==> src/rtl/spi_slv_pkg.sv <==
// Shared types and constants for the parametrised SPI slave front-end:
// FSM state encoding, command encodings and frame-width helper.
package spi_slv_pkg;

  typedef enum logic [2:0] {
    ST_IDLE    = 3'd0,
    ST_CHK_CMD = 3'd1,
    ST_RX      = 3'd2,
    ST_WAIT_TX = 3'd3,
    ST_TX      = 3'd4,
    ST_DONE    = 3'd5
  } state_t;

  localparam logic [1:0] CMD_WR_ADDR = 2'b00;
  localparam logic [1:0] CMD_WR_DATA = 2'b01;
  localparam logic [1:0] CMD_RD_ADDR = 2'b10;
  localparam logic [1:0] CMD_RD_DATA = 2'b11;

  // Frame width: 2-bit command followed by the payload.
  function automatic int rx_width(input int data_w);
    return data_w + 2;
  endfunction

endpackage

==> src/rtl/spi_slv_piso.sv <==
// TX serialiser for the SPI slave: loads a RAM read word and shifts it out
// MSB-first, one bit per clock. The first bit is driven on the load edge.
// With SPI_SLV_PARITY_EN defined an odd-parity bit follows the data.
module spi_slv_piso #(
  parameter int DATA_W = 8
) (
  input  logic              clk,
  input  logic              rst_n,
  input  logic              i_load,
  input  logic              i_clear,
  input  logic [DATA_W-1:0] i_data,
  output logic              o_bit,
  output logic              o_done
);

`ifdef SPI_SLV_PARITY_EN
  localparam int TX_BITS = DATA_W + 1;
`else
  localparam int TX_BITS = DATA_W;
`endif
  localparam int               CNT_W    = $clog2(TX_BITS + 1);
  localparam logic [CNT_W-1:0] LAST_CNT = CNT_W'(TX_BITS);

  logic [TX_BITS-1:0] w_word;
  logic [TX_BITS-1:0] r_shift;
  logic [CNT_W-1:0]   r_cnt;
  logic               r_bit;

`ifdef SPI_SLV_PARITY_EN
  assign w_word = {i_data, ~^i_data};
`else
  assign w_word = i_data;
`endif

  // Load/shift engine; r_cnt counts bits already driven, 0 means inactive.
  // NOTE: state registers use non-blocking assignments so every flop samples
  // pre-edge values; blocking here would create order-dependent simulation.
  always_ff @(posedge clk or negedge rst_n) begin
    if (!rst_n) begin
      r_shift <= '0;
      r_cnt   <= '0;
      r_bit   <= 1'b0;
    end else if (i_clear) begin
      r_shift <= '0;
      r_cnt   <= '0;
      r_bit   <= 1'b0;
    end else if (i_load) begin
      r_bit   <= w_word[TX_BITS-1];
      r_shift <= {w_word[TX_BITS-2:0], 1'b0};
      r_cnt   <= CNT_W'(1);
    end else if (r_cnt != '0) begin
      if (r_cnt == LAST_CNT) begin
        r_bit <= 1'b0;
        r_cnt <= '0;
      end else begin
        r_bit   <= r_shift[TX_BITS-1];
        r_shift <= {r_shift[TX_BITS-2:0], 1'b0};
        r_cnt   <= r_cnt + CNT_W'(1);
      end
    end
  end

  assign o_bit  = r_bit;
  assign o_done = (r_cnt == LAST_CNT);

endmodule

==> src/rtl/spi_slave_param.sv <==
// Parametrised SPI slave front-end for the single-port RAM subsystem.
// Deserialises {cmd, payload} frames MSB-first, strobes them to the RAM
// controller, and serialises RAM read data for RD_DATA after RD_ADDR.
// Optional feature macro: SPI_SLV_PARITY_EN (odd parity on RX and TX).
module spi_slave_param
  import spi_slv_pkg::*;
#(
  parameter int  DATA_W = 8,
  localparam int RX_W   = rx_width(DATA_W)
) (
  input  logic              clk,
  input  logic              rst_n,
  input  logic              i_ss_n,
  input  logic              i_mosi,
  input  logic              i_tx_valid,
  input  logic [DATA_W-1:0] i_tx_data,
  output logic              o_miso,
  output logic              o_rx_valid,
  output logic [RX_W-1:0]   o_rx_data,
  output logic              o_busy,
  output logic              o_rx_err
);

`ifdef SPI_SLV_PARITY_EN
  localparam int FRM_W = RX_W + 1;
`else
  localparam int FRM_W = RX_W;
`endif
  localparam int               CNT_W    = $clog2(FRM_W + 1);
  localparam logic [CNT_W-1:0] FULL_CNT = CNT_W'(FRM_W);

  state_t            r_state;
  state_t            w_next;
  logic [FRM_W-1:0]  r_shift;
  logic [CNT_W-1:0]  r_cnt;
  logic              r_rd_pend;
  logic [RX_W-1:0]   r_rx_data;
  logic              r_rx_valid;

  logic [RX_W-1:0]   w_rx_frame;
  logic [1:0]        w_cmd;
  logic              w_frame_done;
  logic              w_par_ok;
  logic              w_frame_ok;
  logic              w_tx_load;
  logic              w_tx_done;
  logic              w_tx_bit;

  assign w_rx_frame   = r_shift[FRM_W-1 -: RX_W];
  assign w_cmd        = w_rx_frame[RX_W-1 -: 2];
  assign w_frame_done = (r_state == ST_RX) && (r_cnt == FULL_CNT) && !i_ss_n;
  assign w_frame_ok   = w_frame_done && w_par_ok;

  // State register.
  always_ff @(posedge clk or negedge rst_n) begin
    if (!rst_n) r_state <= ST_IDLE;
    else        r_state <= w_next;
  end

  // Next-state decode; ss_n high in any active state aborts to IDLE.
  // NOTE: every always_comb output gets a default first so no path leaves it
  // unassigned, which would otherwise infer a latch.
  always_comb begin
    w_next    = r_state;
    w_tx_load = 1'b0;
    if (r_state != ST_IDLE && i_ss_n) begin
      w_next = ST_IDLE;
    end else begin
      case (r_state)
        ST_IDLE:    if (!i_ss_n) w_next = ST_CHK_CMD;
        ST_CHK_CMD: w_next = ST_RX;
        ST_RX: begin
          if (w_frame_done) begin
            if (w_par_ok && w_cmd == CMD_RD_DATA && r_rd_pend) w_next = ST_WAIT_TX;
            else                                               w_next = ST_DONE;
          end
        end
        ST_WAIT_TX: begin
          if (i_tx_valid) begin
            w_next    = ST_TX;
            w_tx_load = 1'b1;
          end
        end
        ST_TX:      if (w_tx_done) w_next = ST_DONE;
        ST_DONE:    w_next = ST_DONE;
        default:    w_next = ST_IDLE;
      endcase
    end
  end

  // Deserialiser: shift in MOSI during CHK_CMD/RX; counter cleared on ss_n high.
  always_ff @(posedge clk or negedge rst_n) begin
    if (!rst_n) begin
      r_shift <= '0;
      r_cnt   <= '0;
    end else if (i_ss_n) begin
      r_cnt <= '0;
    end else if (r_state == ST_CHK_CMD) begin
      r_shift <= {r_shift[FRM_W-2:0], i_mosi};
      r_cnt   <= CNT_W'(1);
    end else if (r_state == ST_RX) begin
      if (r_cnt == FULL_CNT) begin
        r_cnt <= '0;
      end else begin
        r_shift <= {r_shift[FRM_W-2:0], i_mosi};
        r_cnt   <= r_cnt + CNT_W'(1);
      end
    end
  end

  // Frame hand-off to the RAM controller: data held until the next good frame.
  always_ff @(posedge clk or negedge rst_n) begin
    if (!rst_n) begin
      r_rx_data  <= '0;
      r_rx_valid <= 1'b0;
    end else begin
      r_rx_valid <= w_frame_ok;
      if (w_frame_ok) r_rx_data <= w_rx_frame;
    end
  end

  // Read pairing: RD_ADDR arms a pending read, RD_DATA consumes it.
  always_ff @(posedge clk or negedge rst_n) begin
    if (!rst_n) begin
      r_rd_pend <= 1'b0;
    end else if (w_frame_ok) begin
      if (w_cmd == CMD_RD_ADDR)      r_rd_pend <= 1'b1;
      else if (w_cmd == CMD_RD_DATA) r_rd_pend <= 1'b0;
    end
  end

`ifdef SPI_SLV_PARITY_EN
  logic r_rx_err;

  assign w_par_ok = ^r_shift;

  // Parity error strobe, raised where rx_valid would otherwise have risen.
  always_ff @(posedge clk or negedge rst_n) begin
    if (!rst_n) r_rx_err <= 1'b0;
    else        r_rx_err <= w_frame_done && !w_par_ok;
  end

  assign o_rx_err = r_rx_err;
`else
  assign w_par_ok = 1'b1;
  assign o_rx_err = 1'b0;
`endif

  spi_slv_piso #(
    .DATA_W (DATA_W)
  ) u_piso (
    .clk     (clk),
    .rst_n   (rst_n),
    .i_load  (w_tx_load),
    .i_clear (i_ss_n),
    .i_data  (i_tx_data),
    .o_bit   (w_tx_bit),
    .o_done  (w_tx_done)
  );

  assign o_miso     = w_tx_bit;
  assign o_rx_valid = r_rx_valid;
  assign o_rx_data  = r_rx_data;
  assign o_busy     = (r_state != ST_IDLE);

endmodule

==> config.mk <==
export PLATFORM = sky130hd
export DESIGN_NAME = spi_slave_param
export DESIGN_NICKNAME = d
export VERILOG_FILES = /design/src/rtl/spi_slv_pkg.sv /design/src/rtl/spi_slv_piso.sv /design/src/rtl/spi_slave_param.sv
export SDC_FILE = /design/constraint.sdc
export NUM_CORES = 1
export LEC_CHECK = 0
export CORE_UTILIZATION = 53
export DETAILED_ROUTE_END_ITERATION = 7
export GPL_TIMING_DRIVEN = 0
export HOLD_SLACK_MARGIN = 0.15
export PLACE_DENSITY = 0.82
export SYNTH_ARGS = -nofsm -noshare
export SYNTH_HDL_FRONTEND = slang
export SYNTH_SLANG_ARGS = --single-unit
==> constraint.sdc <==
create_clock -name clk -period 2.76 [get_ports clk]
set_clock_uncertainty 0.2 [all_clocks]
set_input_delay 0.276 -clock clk [delete_from_list [all_inputs] [get_ports clk]]
set_output_delay 0.276 -clock clk [all_outputs]
set_load 0.02 [all_outputs]
# Word level (Yosys, flattened, before mapping)
# Index checks and enable logic that the tools add are counted.
# Widths: inputs -> output; s select.
dict set report totals {
  regBits 42
  input_bits 13
  out_inout_bits 14
  elab_cells 74
}
dict set report classes {
  add_sub_neg 2
  eq_ne 15
  mux 31
  n_bitwise 1
  reduce_logical 16
}
# cell n
set op_table {}
lappend op_table {{$mux 4} 8}
lappend op_table {{$mux 8} 4}
lappend op_table {{$mux 10} 3}
lappend op_table {{$mux 3} 6}
lappend op_table {{$pmux 3 s6} 1}
lappend op_table {{$mux 1} 9}
lappend op_table {{$ne 3x2->1 const B} 3}
lappend op_table {{$reduce_bool 3->1} 3}
lappend op_table {{$add 4x1->4 const B} 2}
lappend op_table {{$eq 4x4->1 const B} 2}
lappend op_table {{$eq 3x2->1 const B} 2}
lappend op_table {{$eq 3x3->1 const B} 2}
lappend op_table {{$ne 3x3->1 const B} 2}
lappend op_table {{$eq 2x2->1 const B} 2}
lappend op_table {{$logic_and 1x1->1} 4}
lappend op_table {{$reduce_and 2->1} 2}
lappend op_table {{$reduce_and 4->1} 1}
lappend op_table {{$reduce_bool 2->1} 2}
lappend op_table {{$reduce_bool 4->1} 1}
lappend op_table {{$eq 3x1->1 const B} 1}
lappend op_table {{$logic_not 3->1} 1}
lappend op_table {{$reduce_and 3->1} 1}
lappend op_table {{$ne 2x1->1 const B} 1}
lappend op_table {{$logic_not 1->1} 1}
lappend op_table {{$not 1->1} 1}

# Longest topological paths before layout
# Gate-level depths: netlist (run 1).
dict set report depth {
  word_depth 6
  ltp_mapped 7
  ltp_nobuf 5
}

# Hierarchy
# A second synthesis (run 1) with hierarchy kept.
dict set report hier_totals {
  cells_unflattened 218
  hier_area_um2 2183.3
}
# module instances cells_each area_per_inst_um2
set modules_own_cells {}
lappend modules_own_cells {spi_slave_param 1 150 1517.7}
lappend modules_own_cells {spi_slv_piso 1 68 665.6}

# Worst setup path after synthesis (run 1)
# Ideal clock, no wire load.
dict set report synth_path {
  kind {register to register}
  startpoint {register r_cnt[0]}
  endpoint {register r_shift[0]}
  setup_ps 125
  arrival_time_ps 1538
  slack_ps 897
  path_stages_with_launch 6
  path_buffers 0
  cell_sequence {dfrtp_1 inv_1 ha_1 nand3b_1 a22oi_2 mux2_2}
}
dict set report synth_via {
  elab_chain_cells 3
}
# item line_no
set synth_lines {}
lappend synth_lines {{from (decl)} spi_slave_param.sv:35} ;# logic [CNT_W-1:0] r_cnt;
lappend synth_lines {{from (signal assigned)} spi_slave_param.sv:106} ;# r_cnt <= r_cnt + CNT_W'(1);
lappend synth_lines {{$eq 4x4->1} spi_slave_param.sv:102} ;# if (r_cnt == FULL_CNT) begin
lappend synth_lines {{$ne 2x1->1 (no line)} n/a}
lappend synth_lines {{$reduce_and 3->1 (no line)} n/a}
lappend synth_lines {{to (signal assigned)} spi_slave_param.sv:99} ;# r_shift <= {r_shift[FRM_W-2:0], i_mosi};
lappend synth_lines {{to (signal assigned)} spi_slave_param.sv:105} ;# r_shift <= {r_shift[FRM_W-2:0], i_mosi};
lappend synth_lines {{to (decl)} spi_slave_param.sv:34} ;# logic [FRM_W-1:0] r_shift;
# Every way passes these cells.
# A chain may end at the register's enable or synchronous reset.

# Worst setup path in the final report (run 1)
dict set report layout_path {
  startpoint {register r_state[0]}
  endpoint {output o_busy}
}
dict set report layout_via {
  elab_chain_cells 1
}
# item line_no
set layout_lines {}
lappend layout_lines {{from (decl)} spi_slave_param.sv:32} ;# state_t r_state;
lappend layout_lines {{from (signal assigned)} spi_slave_param.sv:57} ;# else r_state <= w_next;
lappend layout_lines {{$reduce_bool 3->1} spi_slave_param.sv:164} ;# assign o_busy = (r_state != ST_IDLE);
lappend layout_lines {{to (decl)} spi_slave_param.sv:20} ;# output logic o_busy,
# Every way passes these cells.

==> results of run 1 <==
worst min path at each step:
stage | slack [ns] | startpoint | end | cells after the start
2_1_floorplan | -0.22 | rst_n | o_rx_data[0] | 0
5_1_grt | 0.34 | o_rx_data[3] | o_rx_data[3] | 1
3_3_place_gp | 0.27 | o_rx_data[9] | o_rx_data[9] | 1
4_1_cts | 0.31 | o_rx_data[9] | o_rx_data[9] | 1
3_5_place_dp | 0.24 | rst_n | u_piso.r_cnt[0] | 1
6_report | 0.31 | o_rx_data[9] | o_rx_data[9] | 1
layout make-up:
type                            instances  share of cell area [%]
Clock buffer                            5                   2.828
Clock inverter                          3                  0.9255
Timing Repair Buffer                   26                   10.49
Multi-Input combinational cell        126                   37.74
Tap cell                               48                   2.468
Buffer                                 12                   2.622
Sequential cell                        41                   42.16
Inverter                                5                  0.7712
layer usage:
layer / global-route usage, % / part of all wire, % / routed length, µm
met5: 0 / 0 / 0
met4: 9.375 / 1.7 / 72
met3: 5.000 / 4.1 / 174
met2: 41.22 / 52 / 2226
met1: 27.93 / 42 / 1790
sequential cells by signal (all words and copies together), names as in the netlist:
signal          flops
o_rx_valid          1
r_state             3
r_cnt               4
u_piso.r_cnt        4
r_shift            10
u_piso.r_shift      7
o_rx_data          10
r_rd_pend           1
u_piso.o_bit        1
power by group:
group          switching [W]  internal (W)
registers          0.0000853      0.000694
clock network       0.000216      0.000177
logic               0.000195      0.000187
total               0.000496       0.00106
stage by stage:
step	cell area, µm²	setup WS, ns	utilization (%)	hold WS [ns]	power (W)
floorplan	2027	0.8969	-	-0.2196	0.001040
global placement	2337	0.2910	63.84	0.2733	0.001132
detailed placement	2332	0.5338	63.70	0.2356	0.001169
CTS	2434	0.3170	66.47	0.3102	0.001557
global route	2434	0.2599	66.47	0.3355	0.001636
finish	2434	0.3106	66.47	0.3066	0.001555
placed cells by master, fill, tap and decap left out, types with 3 or more instances in the layout:
master	synthesis	final
nand3_1	6	6
clkdlybuf4s50_1	0	24
nor2b_1	5	5
clkbuf_8	0	5
ha_1	4	4
mux2i_1	3	3
clkbuf_1	8	8
dfrtp_1	41	41
o21ai_0	6	6
a21oi_1	6	6
clkinvlp_4	0	3
nand2b_1	7	7
nor3_1	5	5
a311oi_1	6	6
inv_1	5	5
nor2_1	9	9
nand2_1	15	15
nand3b_1	3	3
mux2_2	18	18
timing repair:
item                                   CTS  global route
resized for setup                        0             0
hold buffers                             1             0
buffers inserted                         0             0
endpoints found under the hold margin   41             0
cell families after synthesis:
logic type	after synthesis	synth area share [%]
compound gates	34	11.91
xor+xnor	1	0.4322
fa+ha+maj	4	2.469
buf+inv	17	4.074
flops	41	50.62
mux	21	11.48
other cells	1	0.1850
simple gates	65	18.83
==> out/qor.csv, run 1 <==
stage;metric;value;unit
floorplan;floorplan die area;4076;µm²
logic_synthesis;net count after synthesis;201;
timing;number of max-slew violations in the final report;0;
layout;fraction of final layout cells sized beyond drive strength 1;16.97;%
setup_path;cell with the biggest individual delay on the critical path;clkdlybuf4s50_1;
clocking;number of buffers on the longest clock path;2;
setup_path;CP Cell Sequence;buf_6 > clkbuf_1 > or3_1 > clkdlybuf4s50_1;
logic_synthesis;leading cell types by total area after synthesis;dfrtp_1, mux2_2, nand2_1;
logic_synthesis;syn avg cell area;11.02;µm²
logic_synthesis;share of synthesized area occupied by flip-flops and latches;50.62;%
grt;wire length of the first global-routing pass;7327;µm
place;global placer's final weighted congestion;0.8272;
logic_synthesis;most used standard cell by instance count after synthesis;dfrtp_1;
detailed_routing;post-route ant nets;0;
setup_path;max incr delay on CP;0.55;ns
timing;Final Critical Period;2.449;ns
setup_path;cell class contributing the biggest share of worst-path delay;buffers and inverters;
logic_synthesis;number of distinct library cell variants in the gate-level netlist after synthesis;44;
setup_path;Bufs and invs on worst path;3;
layout;area added between synthesis and finish;20.06;%
logic_synthesis;most used flip-flop cell after synthesis;dfrtp_1;
logic_synthesis;EDFF count, synth;0;
layout;area used by multi-input combinational logic;918.4;µm²
layout;Layout Cells excl Fill;266;
logic_synthesis;Yosys top cell by area;dfrtp_1;
clocking;TritonCTS clock tree;done;
timing;total negative setup slack;0;ns
floorplan;initial standard-cell utilization of the core;55.37;%
logic_synthesis;fraction of post-synthesis cell area in the top cell type by area;50.62;%
detailed_routing;Starting DRT DRC Count;93;
detailed_routing;per-cell routed wire length;16.03;µm
min_path;worst min-delay path class;reg2reg;
logic_synthesis;Yosys reg bits;41;
setup_path;Crit. path cell count;4;
grt;vias in the first global route;1553;
setup_path;Critical Path Start Type;register;
job;Max Cap Viol;0;
layout;register area;1026;µm²
logic_synthesis;Synth Warn #;0;
grt;overall global routing resource usage;23.52;%
logic_synthesis;synthesized instance count;184;
floorplan;count of standard-cell rows;22;
place;port buffer count;25;
grt;number of antenna violations at the first check in global routing;0;
timing;setup repair after global routing missed its margin;no;
pwr;static power due to leakage;1.059;nW
setup_path;crit path DAT;1.97;ns
setup_path;Critical Path Sink;o_busy;
detailed_routing;number of vias in the routed layout;1548;
logic_synthesis;most frequent cells after synthesis;dfrtp_1, mux2_2, nand2_1, nor2_1, clkbuf_1;
layout;total number of nets in the final design;234;
detailed_routing;number of detailed-routing iterations run before antenna repair;4;
setup_path;beginning of the worst register-to-register path;r_cnt[0];
layout;number of fillers in the final layout;286;
clocking;number of buffers added by the clock tree synthesis step;5;
setup_path;highest net fanout along the worst path;10;
setup_path;setup slack, reg-to-reg;0.55;ns
detailed_routing;DRC Markers;0;
clocking;CTS sink count;41;
floorplan;total core area;3661;µm²
setup_path;Crit. End Element;output port;
setup_path;Required @ worst endpoint;2.28;ns
place;number of instances in the placed design;257;
setup_path;R2R Path End;r_shift[3];
logic_synthesis;area of the mapped netlist;2027;µm²
place;estimated wirelength of the detail-placed design;3082;µm
clocking;insertion delay to the later sink of the worst-skew pair;0.30;ns
grt;pin count of the biggest net entering global routing;42;
timing;Max Clock Freq;408.3;MHz
detailed_routing;routed wire length;4263;µm
setup_path;Reg2Reg Depth;5;
floorplan;count of pins on the block boundary;27;
timing;number of setup violations in the final report;0;
logic_synthesis;share of flip-flops with an asynchronous set or reset;100.0;%
timing;max_slew headroom;42.02;%
grt;overall overflow remaining after global route;0;
setup_path;start-to-end type of the worst setup path;reg2out;
clocking;total number of H-tree levels;2;
clocking;clock transition time at the flip-flop clock pins of the worst setup and hold paths;0.09;ns
clocking;master cell of the clock root buffer;clkbuf_8;
pwr;worst supply voltage drop on vdd;0.0006116;V
floorplan;Die Span X;63.84;µm
detailed_routing;number of vias per cell after detailed routing;5.820;
timing;Least-Margin Pin Slew;0.8697;ns
layout;n_diodes;0;
floorplan;floorplan die height;63.84;µm
timing;total count of hold-check failures in the final report;0;
timing;final worst-path cycle share;88.75;%
setup_path;Critical Path Source;r_state[0];
pwr;P per Cell Area;638.8;nW/µm²
run_status;outcome;complete, no violations;
Note: power is estimated with default switching activity, not from simulation.
==> run 2: changes to the inputs <==
--- a/config.mk
+++ b/config.mk
@@ -10,6 +10,7 @@
 export GPL_TIMING_DRIVEN = 0
 export HOLD_SLACK_MARGIN = 0.15
 export PLACE_DENSITY = 0.82
+export RECOVER_POWER = 100
 export SYNTH_ARGS = -nofsm -noshare
 export SYNTH_HDL_FRONTEND = slang
 export SYNTH_SLANG_ARGS = --single-unit
==> run 2 against run 1 <==
Net effect:
- clock-buffer cell count is the same
- core utilization decreased by 0.65 points
- non-clock buffer count unchanged
- flip-flop and latch count is the same
- first-iteration DRC count shrank 8.6%
- clock power barely moved
- critical endpoint unchanged
- largest cell class unchanged
==> out/qor.csv, run 2 (synthesis gave the netlist of run 1 again) <==
stage;metric;value;unit;change
run_status;outcome;complete, no violations;;
floorplan;Die Span X;63.84;µm;unchanged
grt;overall global routing resource usage;23.52;%;unchanged
timing;max_slew headroom;34.88;%;-7.1 points
layout;number of fillers in the final layout;287;;+0.35%
clocking;CTS sink count;41;;unchanged
grt;pin count of the biggest net entering global routing;42;;unchanged
grt;number of antenna violations at the first check in global routing;0;;unchanged
floorplan;floorplan die area;4076;µm²;unchanged
place;port buffer count;25;;unchanged
clocking;total number of H-tree levels;2;;unchanged
detailed_routing;routed wire length;4233;µm;-0.70%
detailed_routing;number of detailed-routing iterations run before antenna repair;5;;+1
setup_path;CP Cell Sequence;buf_6 > clkbuf_1 > or3_1 > dlygate4sd3_1;;
setup_path;cell with the biggest individual delay on the critical path;dlygate4sd3_1;;
setup_path;Critical Path Start Type;register;;
grt;wire length of the first global-routing pass;7327;µm;unchanged
setup_path;crit path DAT;2.08;ns;+0.11 ns
detailed_routing;post-route ant nets;0;;unchanged
grt;overall overflow remaining after global route;0;;unchanged
layout;leading cell type in the layout, fill and taps excluded;dfrtp_1;;
timing;Final Critical Period;2.556;ns;+0.1069 ns
layout;area added between synthesis and finish;18.89;%;
setup_path;max incr delay on CP;0.66;ns;+0.11 ns
layout;total number of nets in the final design;234;;unchanged
layout;fraction of final layout cells sized beyond drive strength 1;15.60;%;-1.4 points
clocking;number of buffers added by the clock tree synthesis step;5;;unchanged
timing;number of setup violations in the final report;0;;unchanged
timing;total count of hold-check failures in the final report;0;;unchanged
timing;number of max-slew violations in the final report;0;;unchanged
clocking;number of buffers on the longest clock path;2;;unchanged
layout;commonest cells after routing, fill and taps aside;dfrtp_1, mux2_2, nand2_1;;
timing;Max Clock Freq;391.2;MHz;-4.2%
pwr;worst supply voltage drop on vdd;0.0006467;V;+5.7%
floorplan;count of pins on the block boundary;27;;unchanged
floorplan;total core area;3661;µm²;unchanged
timing;total negative setup slack;0;ns;unchanged
detailed_routing;per-cell routed wire length;15.91;µm;-0.70%
setup_path;start-to-end type of the worst setup path;reg2out;;
timing;Fin Hold WS;0.3056;ns;-0.0009860 ns
place;global placer's final weighted congestion;0.8272;;unchanged
floorplan;count of standard-cell rows;22;;unchanged
setup_path;Crit. End Element;output port;;
job;Max Cap Viol;0;;unchanged
clocking;clock transition time at the flip-flop clock pins of the worst setup and hold paths;0.08;ns;about the same
place;estimated wirelength of the detail-placed design;3082;µm;unchanged
detailed_routing;number of vias in the routed layout;1530;;-1.2%
pwr;static power due to leakage;1.095;nW;+3.4%
clocking;TritonCTS clock tree;done;;
layout;n_diodes;0;;unchanged
detailed_routing;DRC Markers;0;;unchanged
min_path;worst min-delay path class;reg2reg;;
clocking;master cell of the clock root buffer;clkbuf_8;;
setup_path;Required @ worst endpoint;2.28;ns;about the same
pwr;P per Cell Area;642.0;nW/µm²;+0.50%
timing;Least-Margin Pin Slew;0.9768;ns;+0.1072 ns
floorplan;floorplan die height;63.84;µm;unchanged
timing;setup repair after global routing missed its margin;no;;
detailed_routing;Starting DRT DRC Count;85;;-8.6%
floorplan;initial standard-cell utilization of the core;55.37;%;unchanged
grt;vias in the first global route;1553;;unchanged
detailed_routing;number of vias per cell after detailed routing;5.752;;-1.2%
timing;final worst-path cycle share;92.62;%;+3.9 points
clocking;insertion delay to the later sink of the worst-skew pair;0.30;ns;about the same
clocking;post-CTS repair timing setup buffer count;0;;unchanged
setup_path;highest net fanout along the worst path;10;;unchanged
## run 2: power breakdown
part,internal [W],leakage (nW),switching [W]
Combinational,0.000183,0.512,0.000192
Sequential,0.000694,0.547,0.0000846
Clock,0.000177,0.0364,0.000216
Total,0.00105,1.09,0.000493
## run 2: critical path: cells and delay by family (launching register included)
family	cells	cell delay [ns]
buffers and inverters	3	1.02
flip-flops	1	0.39
AND/OR/NAND/NOR	1	0.37
## run 2: area by class of cell
cell class,count,area (µm²),share of cell area [%]
inverters,5,18.77,0.7788
clock buffers,5,68.82,2.856
multi-input cells,126,902.1,37.44
clock inverters,3,22.52,0.9346
plain buffers,12,56.30,2.336
repair buffers,26,255.2,10.59
well taps,48,60.06,2.492
flip-flops and latches,41,1026,42.58
## run 2: final timing paths
check,startpoint,to,slack [ns],cells after the start
max in group asynchronous,rst_n,o_rx_data[6],1.29,2
hold reg to reg,o_rx_data[9],o_rx_data[9],0.31,1
hold / removal,o_rx_data[9],o_rx_data[9],0.31,1
setup reg to reg,r_cnt[0],r_shift[3],0.29,5
min in group asynchronous,rst_n,u_piso.r_cnt[0],0.47,2
setup / recovery,r_state[0],o_busy,0.20,4
## run 2: routing by layer
metal / vias up / wire length, µm / GRT usage [%]
li1: 722 / - / -
met1: 763 / 1778 / 27.93
met5: - / 0 / 0
met2: 36 / 2231 / 41.22
met4: 0 / 71 / 9.375
met3: 9 / 151 / 5.000
## run 2: timing repair
item | 4_1_cts | 5_1_grt
endpoints found under the setup margin | 0 | 0
endpoints found under the hold margin | 41 | 0
hold buffers | 1 | 0
gates resized for setup | 0 | 0
## run 2: metrics by stage
stage / area [µm²] / power [W] / setup slack (ns) / utilization, % / instances
after floorplan: 2027 / 0.001040 / 0.8969 / - / 184
after global placement: 2337 / 0.001132 / 0.2910 / 63.84 / 257
after detailed placement: 2332 / 0.001169 / 0.5338 / 63.70 / 257
after CTS: 2434 / 0.001557 / 0.3170 / 66.47 / 266
after global routing: 2410 / 0.001630 / 0.1420 / 65.82 / 266
final: 2410 / 0.001547 / 0.2036 / 65.82 / 266
